`src/rtl/overture_seq_pkg.sv`:
```
// Shared types and constants for the OVERTURE fetch/execute sequencer.
package overture_seq_pkg;

  typedef enum logic [1:0] {
    OP_IMM  = 2'b00,
    OP_CALC = 2'b01,
    OP_COPY = 2'b10,
    OP_COND = 2'b11
  } opcode_e;

  typedef enum logic {
    S_FETCH = 1'b0,
    S_EXEC  = 1'b1
  } state_e;

  localparam logic [2:0] LOC_IO  = 3'd6;
  localparam logic [2:0] LOC_BAD = 3'd7;

  // Decoded view of the instruction register
  typedef struct packed {
    opcode_e    op;
    logic [2:0] src;
    logic [2:0] dst;
    logic [2:0] cond;
    logic       is_io_src;
    logic       is_io_dst;
    logic       illegal;
  } decode_t;

endpackage

```
`src/rtl/overture_seq_ctrl_if.sv`:
```
// Bus bundle between the OVERTURE sequencer and its program memory, datapath and I/O port.
interface overture_seq_ctrl_if #(
  parameter int unsigned PC_W = 8
);
  logic            imem_req;
  logic [PC_W-1:0] pc;
  logic            imem_valid;
  logic [7:0]      instr;
  logic [2:0]      rd_sel;
  logic [2:0]      wr_sel;
  logic            wr_en;
  logic            imm_en;
  logic            alu_en;
  logic [2:0]      cond_sel;
  logic            cond_true;
  logic [PC_W-1:0] jump_target;
  logic            in_valid;
  logic            in_ready;
  logic            out_valid;
  logic            out_ready;
  logic            retire;
  logic            err_illegal;
  logic            err_timeout;

  modport master (
    output imem_req, pc, rd_sel, wr_sel, wr_en, imm_en, alu_en, cond_sel,
           in_ready, out_valid, retire, err_illegal, err_timeout,
    input  imem_valid, instr, cond_true, jump_target, in_valid, out_ready
  );

  modport slave (
    input  imem_req, pc, rd_sel, wr_sel, wr_en, imm_en, alu_en, cond_sel,
           in_ready, out_valid, retire, err_illegal, err_timeout,
    output imem_valid, instr, cond_true, jump_target, in_valid, out_ready
  );
endinterface

```
`src/rtl/overture_seq_decode.sv`:
```
// Combinational instruction decode: opcode, copy locations, condition code and I/O / illegal flags.
module overture_seq_decode
  import overture_seq_pkg::*;
(
  input  logic [7:0] ir,
  output decode_t    dec
);

  always_comb begin
    dec           = '0;
    dec.op        = opcode_e'(ir[7:6]);
    dec.src       = ir[5:3];
    dec.dst       = ir[2:0];
    dec.cond      = ir[2:0];
    dec.is_io_src = (ir[5:3] == LOC_IO);
    dec.is_io_dst = (ir[2:0] == LOC_IO);
    // Location 7 only matters for COPY; other opcodes reuse the bits
    dec.illegal   = (opcode_e'(ir[7:6]) == OP_COPY) &&
                    ((ir[5:3] == LOC_BAD) || (ir[2:0] == LOC_BAD));
  end

endmodule

```
`src/rtl/overture_seq_ctrl.sv`:
```
// OVERTURE fetch/execute sequencer: owns the PC, fetches, decodes and stalls on I/O handshakes.
// Optional stall watchdog compiled in with OVERTURE_SEQ_WATCHDOG_EN.
module overture_seq_ctrl
  import overture_seq_pkg::*;
#(
  parameter int unsigned PC_W = 8
`ifdef OVERTURE_SEQ_WATCHDOG_EN
  , parameter int unsigned WDOG_MAX = 255
`endif
) (
  input  logic                clk,
  input  logic                rst,
  overture_seq_ctrl_if.master bus
);

  state_e          state_q, state_d;
  logic [PC_W-1:0] pc_q, pc_d, pc_inc;
  logic [7:0]      ir_q, ir_d;
  logic            err_illegal_q, err_illegal_d;
  decode_t         dec;

  logic            imem_req_c, wr_en_c, imm_en_c, alu_en_c;
  logic            in_ready_c, out_valid_c, retire_c;
  logic [2:0]      rd_sel_c, wr_sel_c, cond_sel_c;
  logic            fire_c, timeout_c, done_c, take_jump_c;

  overture_seq_decode u_decode (
    .ir  (ir_q),
    .dec (dec)
  );

  assign pc_inc = pc_q + PC_W'(1);

  // A COPY fires once every I/O side it touches is ready in the same cycle
  assign fire_c = !dec.illegal &&
                  (!dec.is_io_src || bus.in_valid) &&
                  (!dec.is_io_dst || bus.out_ready);

`ifdef OVERTURE_SEQ_WATCHDOG_EN
  localparam int unsigned WDOG_W = $clog2(WDOG_MAX + 1);

  logic [WDOG_W-1:0] wdog_q;
  logic              err_timeout_q;
  logic              stall_c;

  assign stall_c = !rst &&
                   (((state_q == S_FETCH) && !bus.imem_valid) ||
                    ((state_q == S_EXEC) && (dec.op == OP_COPY) && !dec.illegal && !fire_c));

  // Fires on the stall cycle that brings the count to WDOG_MAX
  assign timeout_c = stall_c && (wdog_q == WDOG_W'(WDOG_MAX - 1));

  always_ff @(posedge clk) begin
    if (rst) begin
      wdog_q        <= '0;
      err_timeout_q <= 1'b0;
    end else begin
      if (stall_c && !timeout_c) begin
        wdog_q <= wdog_q + WDOG_W'(1);
      end else begin
        wdog_q <= '0;
      end
      if (timeout_c) begin
        err_timeout_q <= 1'b1;
      end
    end
  end

  assign bus.err_timeout = err_timeout_q;
`else
  assign timeout_c       = 1'b0;
  assign bus.err_timeout = 1'b0;
`endif

  // Next-state, PC update and datapath strobes
  always_comb begin
    state_d       = state_q;
    pc_d          = pc_q;
    ir_d          = ir_q;
    err_illegal_d = err_illegal_q;
    imem_req_c    = 1'b0;
    wr_en_c       = 1'b0;
    imm_en_c      = 1'b0;
    alu_en_c      = 1'b0;
    in_ready_c    = 1'b0;
    out_valid_c   = 1'b0;
    retire_c      = 1'b0;
    rd_sel_c      = 3'd0;
    wr_sel_c      = 3'd0;
    cond_sel_c    = 3'd0;
    done_c        = 1'b0;
    take_jump_c   = 1'b0;

    if (!rst) begin
      case (state_q)
        S_FETCH: begin
          imem_req_c = 1'b1;
          if (bus.imem_valid) begin
            ir_d    = bus.instr;
            state_d = S_EXEC;
          end else if (timeout_c) begin
            pc_d = pc_inc;
          end
        end

        S_EXEC: begin
          case (dec.op)
            OP_IMM: begin
              imm_en_c = 1'b1;
              done_c   = 1'b1;
            end
            OP_CALC: begin
              alu_en_c   = 1'b1;
              cond_sel_c = dec.cond;
              done_c     = 1'b1;
            end
            OP_COND: begin
              cond_sel_c  = dec.cond;
              take_jump_c = bus.cond_true;
              done_c      = 1'b1;
            end
            OP_COPY: begin
              rd_sel_c = dec.src;
              wr_sel_c = dec.dst;
              if (dec.illegal) begin
                // Retired as a NOP with no strobes or handshakes
                err_illegal_d = 1'b1;
                done_c        = 1'b1;
              end else begin
                out_valid_c = dec.is_io_dst;
                if (fire_c) begin
                  in_ready_c = dec.is_io_src;
                  wr_en_c    = !dec.is_io_dst;
                  done_c     = 1'b1;
                end else if (timeout_c) begin
                  done_c = 1'b1;
                end
              end
            end
            default: ;
          endcase

          if (done_c) begin
            retire_c = 1'b1;
            pc_d     = take_jump_c ? bus.jump_target : pc_inc;
            state_d  = S_FETCH;
          end
        end

        default: state_d = S_FETCH;
      endcase
    end
  end

  always_ff @(posedge clk) begin
    if (rst) begin
      state_q       <= S_FETCH;
      pc_q          <= '0;
      ir_q          <= '0;
      err_illegal_q <= 1'b0;
    end else begin
      state_q       <= state_d;
      pc_q          <= pc_d;
      ir_q          <= ir_d;
      err_illegal_q <= err_illegal_d;
    end
  end

  assign bus.imem_req    = imem_req_c;
  assign bus.pc          = pc_q;
  assign bus.rd_sel      = rd_sel_c;
  assign bus.wr_sel      = wr_sel_c;
  assign bus.wr_en       = wr_en_c;
  assign bus.imm_en      = imm_en_c;
  assign bus.alu_en      = alu_en_c;
  assign bus.cond_sel    = cond_sel_c;
  assign bus.in_ready    = in_ready_c;
  assign bus.out_valid   = out_valid_c;
  assign bus.retire      = retire_c;
  assign bus.err_illegal = err_illegal_q;

endmodule

```
`src/flat_wrapper.sv`:
```
// flat-port wrapper written by rule: the top's interface ports become plain ports
module overture_seq_ctrl_flat import overture_seq_pkg::*;
#(
  parameter int unsigned PC_W = 8

)
  (clk, rst, bus_imem_req, bus_pc, bus_rd_sel, bus_wr_sel, bus_wr_en, bus_imm_en, bus_alu_en, bus_cond_sel, bus_in_ready, bus_out_valid, bus_retire, bus_err_illegal, bus_err_timeout, bus_imem_valid, bus_instr, bus_cond_true, bus_jump_target, bus_in_valid, bus_out_ready);
  overture_seq_ctrl_if #(.PC_W(PC_W)) bus_i ();
  input  logic clk;
  input  logic rst;
  output wire logic [$bits(bus_i.imem_req)-1:0] bus_imem_req;
  output wire logic [$bits(bus_i.pc)-1:0] bus_pc;
  output wire logic [$bits(bus_i.rd_sel)-1:0] bus_rd_sel;
  output wire logic [$bits(bus_i.wr_sel)-1:0] bus_wr_sel;
  output wire logic [$bits(bus_i.wr_en)-1:0] bus_wr_en;
  output wire logic [$bits(bus_i.imm_en)-1:0] bus_imm_en;
  output wire logic [$bits(bus_i.alu_en)-1:0] bus_alu_en;
  output wire logic [$bits(bus_i.cond_sel)-1:0] bus_cond_sel;
  output wire logic [$bits(bus_i.in_ready)-1:0] bus_in_ready;
  output wire logic [$bits(bus_i.out_valid)-1:0] bus_out_valid;
  output wire logic [$bits(bus_i.retire)-1:0] bus_retire;
  output wire logic [$bits(bus_i.err_illegal)-1:0] bus_err_illegal;
  output wire logic [$bits(bus_i.err_timeout)-1:0] bus_err_timeout;
  input wire logic [$bits(bus_i.imem_valid)-1:0] bus_imem_valid;
  input wire logic [$bits(bus_i.instr)-1:0] bus_instr;
  input wire logic [$bits(bus_i.cond_true)-1:0] bus_cond_true;
  input wire logic [$bits(bus_i.jump_target)-1:0] bus_jump_target;
  input wire logic [$bits(bus_i.in_valid)-1:0] bus_in_valid;
  input wire logic [$bits(bus_i.out_ready)-1:0] bus_out_ready;
  assign bus_imem_req = bus_i.imem_req;
  assign bus_pc = bus_i.pc;
  assign bus_rd_sel = bus_i.rd_sel;
  assign bus_wr_sel = bus_i.wr_sel;
  assign bus_wr_en = bus_i.wr_en;
  assign bus_imm_en = bus_i.imm_en;
  assign bus_alu_en = bus_i.alu_en;
  assign bus_cond_sel = bus_i.cond_sel;
  assign bus_in_ready = bus_i.in_ready;
  assign bus_out_valid = bus_i.out_valid;
  assign bus_retire = bus_i.retire;
  assign bus_err_illegal = bus_i.err_illegal;
  assign bus_err_timeout = bus_i.err_timeout;
  assign bus_i.imem_valid = bus_imem_valid;
  assign bus_i.instr = bus_instr;
  assign bus_i.cond_true = bus_cond_true;
  assign bus_i.jump_target = bus_jump_target;
  assign bus_i.in_valid = bus_in_valid;
  assign bus_i.out_ready = bus_out_ready;
  overture_seq_ctrl #(.PC_W(PC_W)) u_core (.clk(clk), .rst(rst), .bus(bus_i));
endmodule
```
`config.mk`:
```
export PLATFORM = sky130hd
export DESIGN_NAME = overture_seq_ctrl_flat
export DESIGN_NICKNAME = d
export VERILOG_FILES = /design/src/rtl/overture_seq_pkg.sv /design/src/rtl/overture_seq_ctrl_if.sv /design/src/rtl/overture_seq_decode.sv /design/src/rtl/overture_seq_ctrl.sv /design/src/flat_wrapper.sv
export SDC_FILE = /design/constraint.sdc
export NUM_CORES = 1
export LEC_CHECK = 0
export BUFFER_PORTS_ARGS = -buffer_cell sky130_fd_sc_hd__buf_2
export CAP_MARGIN = 5
export CORE_MARGIN = 2
export CORE_UTILIZATION = 53
export CTS_BUF_LIST = sky130_fd_sc_hd__clkbuf_4
export CTS_CLUSTER_SIZE = 12
export DETAILED_ROUTE_END_ITERATION = 6
export PLACE_DENSITY = 0.91
export REMOVE_ABC_BUFFERS = 1
export SLEW_MARGIN = 10
export SYNTH_ARGS = -nofsm -noshare
export SYNTH_HDL_FRONTEND = slang
export SYNTH_HIERARCHICAL = 1
export SYNTH_SLANG_ARGS = --single-unit
```
`constraint.sdc`:
```
create_clock -name clk -period 2.85 [get_ports clk]
set_clock_uncertainty 0.1 [all_clocks]
set_input_delay 0.1425 -clock clk [delete_from_list [all_inputs] [get_ports clk]]
set_output_delay 0.1425 -clock clk [all_outputs]
set_load 0.05 [all_outputs]
```
==> results summary <==
The flow ran to the end, but the final reports show violations. The final reports fail on hold timing. The boundary pin count came out at 48.

After synthesis, the share of flip-flops with an asynchronous set or reset is 0. Measured on the finished design, the core utilization comes to 0.640. The power density relative to cell area is 367 nW/µm². The tool flagged a number of max-cap violations equal to 0. The number of nets in the finished design came out at 208. Counting flops with a built-in enable in the synthesized netlist gives 0.

The clock period minus worst slack came out at 2340 ps. The final setup violation count came out at 0. The critical path endpoint category is an output port. TritonCTS built the clock tree. The cell taking the most area after synthesis is sky130_fd_sc_hd__dfxtp_1. The setup slack of the worst register-to-register path came out at 880 ps. The number of buffers added by the clock tree synthesis step came out at 3. The count of unique library cells instantiated by Yosys came out at 37. The global placement routability congestion came out at 0.924.

In this run the core area contains 17 standard-cell rows. The initial antenna violation count came out at 0. The die height came out at 51.0 µm.

The final layout contains routed wiring with a total length of 2970 µm. The number of DRC markers in iteration 0 is 38. During placement, the flow inserted port buffers numbering 46. The data arrival time of the critical path came out at 2100 ps.

Post-CTS timing repair inserted 0 buffers for setup. The static leakage is 0.629 nW. The detailed-placement wirelength estimate is 2170 µm. The worst hold path belongs to the class in -> reg. The DRC violation count after routing is 0. The relative slew slack came out at 0.385. STA classifies the critical path startpoint as a flop. On the final layout, the worst hold slack is -1.31 ps.

The number of antenna diodes in the final layout is 0. Across all layers, the routed design uses 1222 vias. The number of cells produced by synthesis came out at 149. The count of final max-slew check failures is 0. The end point of the critical path is bus_wr_en. The cell area after synthesis came out at 1170 µm². The clock edge transition at the registers on the reported setup and hold paths is 100 ps. The number of warnings issued by yosys came out at 6. For this run, the top clock speed supported by timing is 427 MHz. The data required time at the worst endpoint is 2610 ps. The final hold violation count is 1. The mean post-synth cell area came out at 7.85 µm².

The maximum fanout along the worst path is 12. VDD sags by at most 0.270 mV. The residual antenna-violating net count after detailed routing came out at 0. The commonest cells after synthesis are 18 x sky130_fd_sc_hd__dfxtp_1, 18 x sky130_fd_sc_hd__nor2_1, 12 x sky130_fd_sc_hd__buf_4. The H-tree level count is 1.

Setup repair after global routing left no endpoint under its margin. The post-detailed-route wirelength per cell is 14.0 µm. The top-area cell type share of the netlist area is 0.308. The number of global-route vias before repair came out at 1079. In the final layout, the share of cells above drive strength 1 is 0.272. The maximum buffer depth of the clock tree is 2. In the finished design, the share of the clock period the worst path needs comes to 0.822. The tree is rooted in a sky130_fd_sc_hd__clkbuf_4. The startpoint identified for the worst register-to-register timing path is u_core/ir_q[6]. The worst reg2reg path depth is 6. The clock sink total is 18. The area enclosed by the die boundary is 2600 µm². The number of synthesized register bits came out at 18. The area growth from synthesis to layout is 17.5%. The floorplan step set the die width to 51.0 µm.

In this run the critical register-to-register path is captured at u_core/bus.pc[0]. The total overflow reported by the global router is 0. The pre-antenna-repair detailed-routing pass consisted of 5 iterations. The sequential cell area fraction in the yosys report came out at 0.308.

The worst setup path is of the reg -> out kind. Using the TritonRoute via totals, the vias-per-cell ratio works out to 5.76. The area of the core came out at 2150 µm². The global-route total usage across every layer came out at 0.219. Sorting the synthesized cells by area gives the leading types as sky130_fd_sc_hd__dfxtp_1 31%, sky130_fd_sc_hd__mux2i_1 7.7%, sky130_fd_sc_hd__buf_4 7.7%. The starting utilization of the core area is 0.545.

The clock latency on the worst-skew pair is 280 ps. The largest net degree at the start of global routing is 22. Setup total negative slack on the finished layout was measured at 0 ps. The beginning of the critical path is u_core/state_q. The first-pass GRT wire length is 4510 µm. In the synthesized netlist the dominant register cell turns out to be sky130_fd_sc_hd__dfxtp_1.

At the pin with the least slew margin, the transition time is 921 ps.
## power by group
| part | switching (mW) | internal (mW) |
|---|---|---|
| logic | 0.0603 | 0.0368 |
| registers | 0.0175 | 0.263 |
| clock network | 0.0758 | 0.0508 |
| total | 0.154 | 0.351 |
## layer usage
layer  up-vias  GRT usage  share of wire
li1        595          -              -
met1       555      0.265           0.43
met2        68      0.411           0.48
met3         4     0.0263          0.083
met4         0     0.0405         0.0067
met5         -          0              0
## flip-flops by register name (all words and copies together) (netlist names)
register and count:
u_core/bus.err_illegal 1, u_core/bus.pc 8, u_core/ir_q 8, u_core/state_q 1
## worst min path at each step
stage	from	end	slack, ps	cells after the start
CTS	bus_instr[6]	u_core/ir_q[6]	1	3
floorplan	rst	u_core/bus.pc[2]	110	1
global placement	bus_instr[7]	u_core/ir_q[7]	280	3
detailed placement	bus_instr[7]	u_core/ir_q[7]	290	3
global route	bus_jump_target[0]	u_core/bus.pc[0]	10	3
finish	bus_instr[0]	u_core/ir_q[0]	-1	3
## cell families (layout without fill, tap and decap cells)
family,after synthesis,after routing,synth area share
AO/OA/AOI/OAI,29,29,0.171
adder cells (fa/ha/maj),1,1,0.0107
buffers and inverters,21,56,0.114
flip-flops,18,18,0.308
multiplexers,9,9,0.0770
other,1,1,0.00321
AND/OR/NAND/NOR,70,70,0.316
## cell type report
| type | count | area (µm²) |
|---|---|---|
| Fill cell | 190 | 773 |
| Multi-Input combinational cell | 110 | 676 |
| Sequential cell | 18 | 360 |
| Timing Repair Buffer | 50 | 270 |
| Tap cell | 28 | 35.0 |
| Clock buffer | 3 | 22.5 |
| Inverter | 2 | 7.51 |
| Clock inverter | 1 | 3.75 |
## placed cells by master (no fill, tap or decap), drive strengths merged, types with 4 or more instances in the layout
master,n
buf,46
nor2,18
dfxtp,18
nand2,11
mux2i,9
and2,8
a21oi,7
and3,7
nand3,6
nor2b,5
o31ai,5
dlygate4sd3,4
a31oi,4
## stage by stage
stage / instance area (µm²) / total power, mW / hold slack (ps) / setup slack [ps] / instances
after detailed placement: 1310 / 0.378 / 287 / 830 / 204
after CTS: 1360 / 0.503 / 1.13 / 504 / 210
after floorplan: 1040 / 0.342 / 112 / 347 / 130
after global placement: 1310 / 0.374 / 276 / 936 / 204
after global routing: 1380 / 0.529 / 14.2 / 336 / 212
final: 1380 / 0.504 / -1.31 / 506 / 212
## critical path, stage by stage (launching register included)
cell	delay [ps]
sky130_fd_sc_hd__dfxtp_1	550
sky130_fd_sc_hd__nor2b_1	270
sky130_fd_sc_hd__and3_1	290
sky130_fd_sc_hd__nor2b_1	230
sky130_fd_sc_hd__nor3b_1	190
sky130_fd_sc_hd__buf_2	280
## repair_timing
| action | CTS | global route |
|---|---|---|
| hold endpoints to repair | 2 | 2 |
| gates resized for setup | 0 | 0 |
| hold buffers | 2 | 2 |
(Power assumes the default switching activity.)
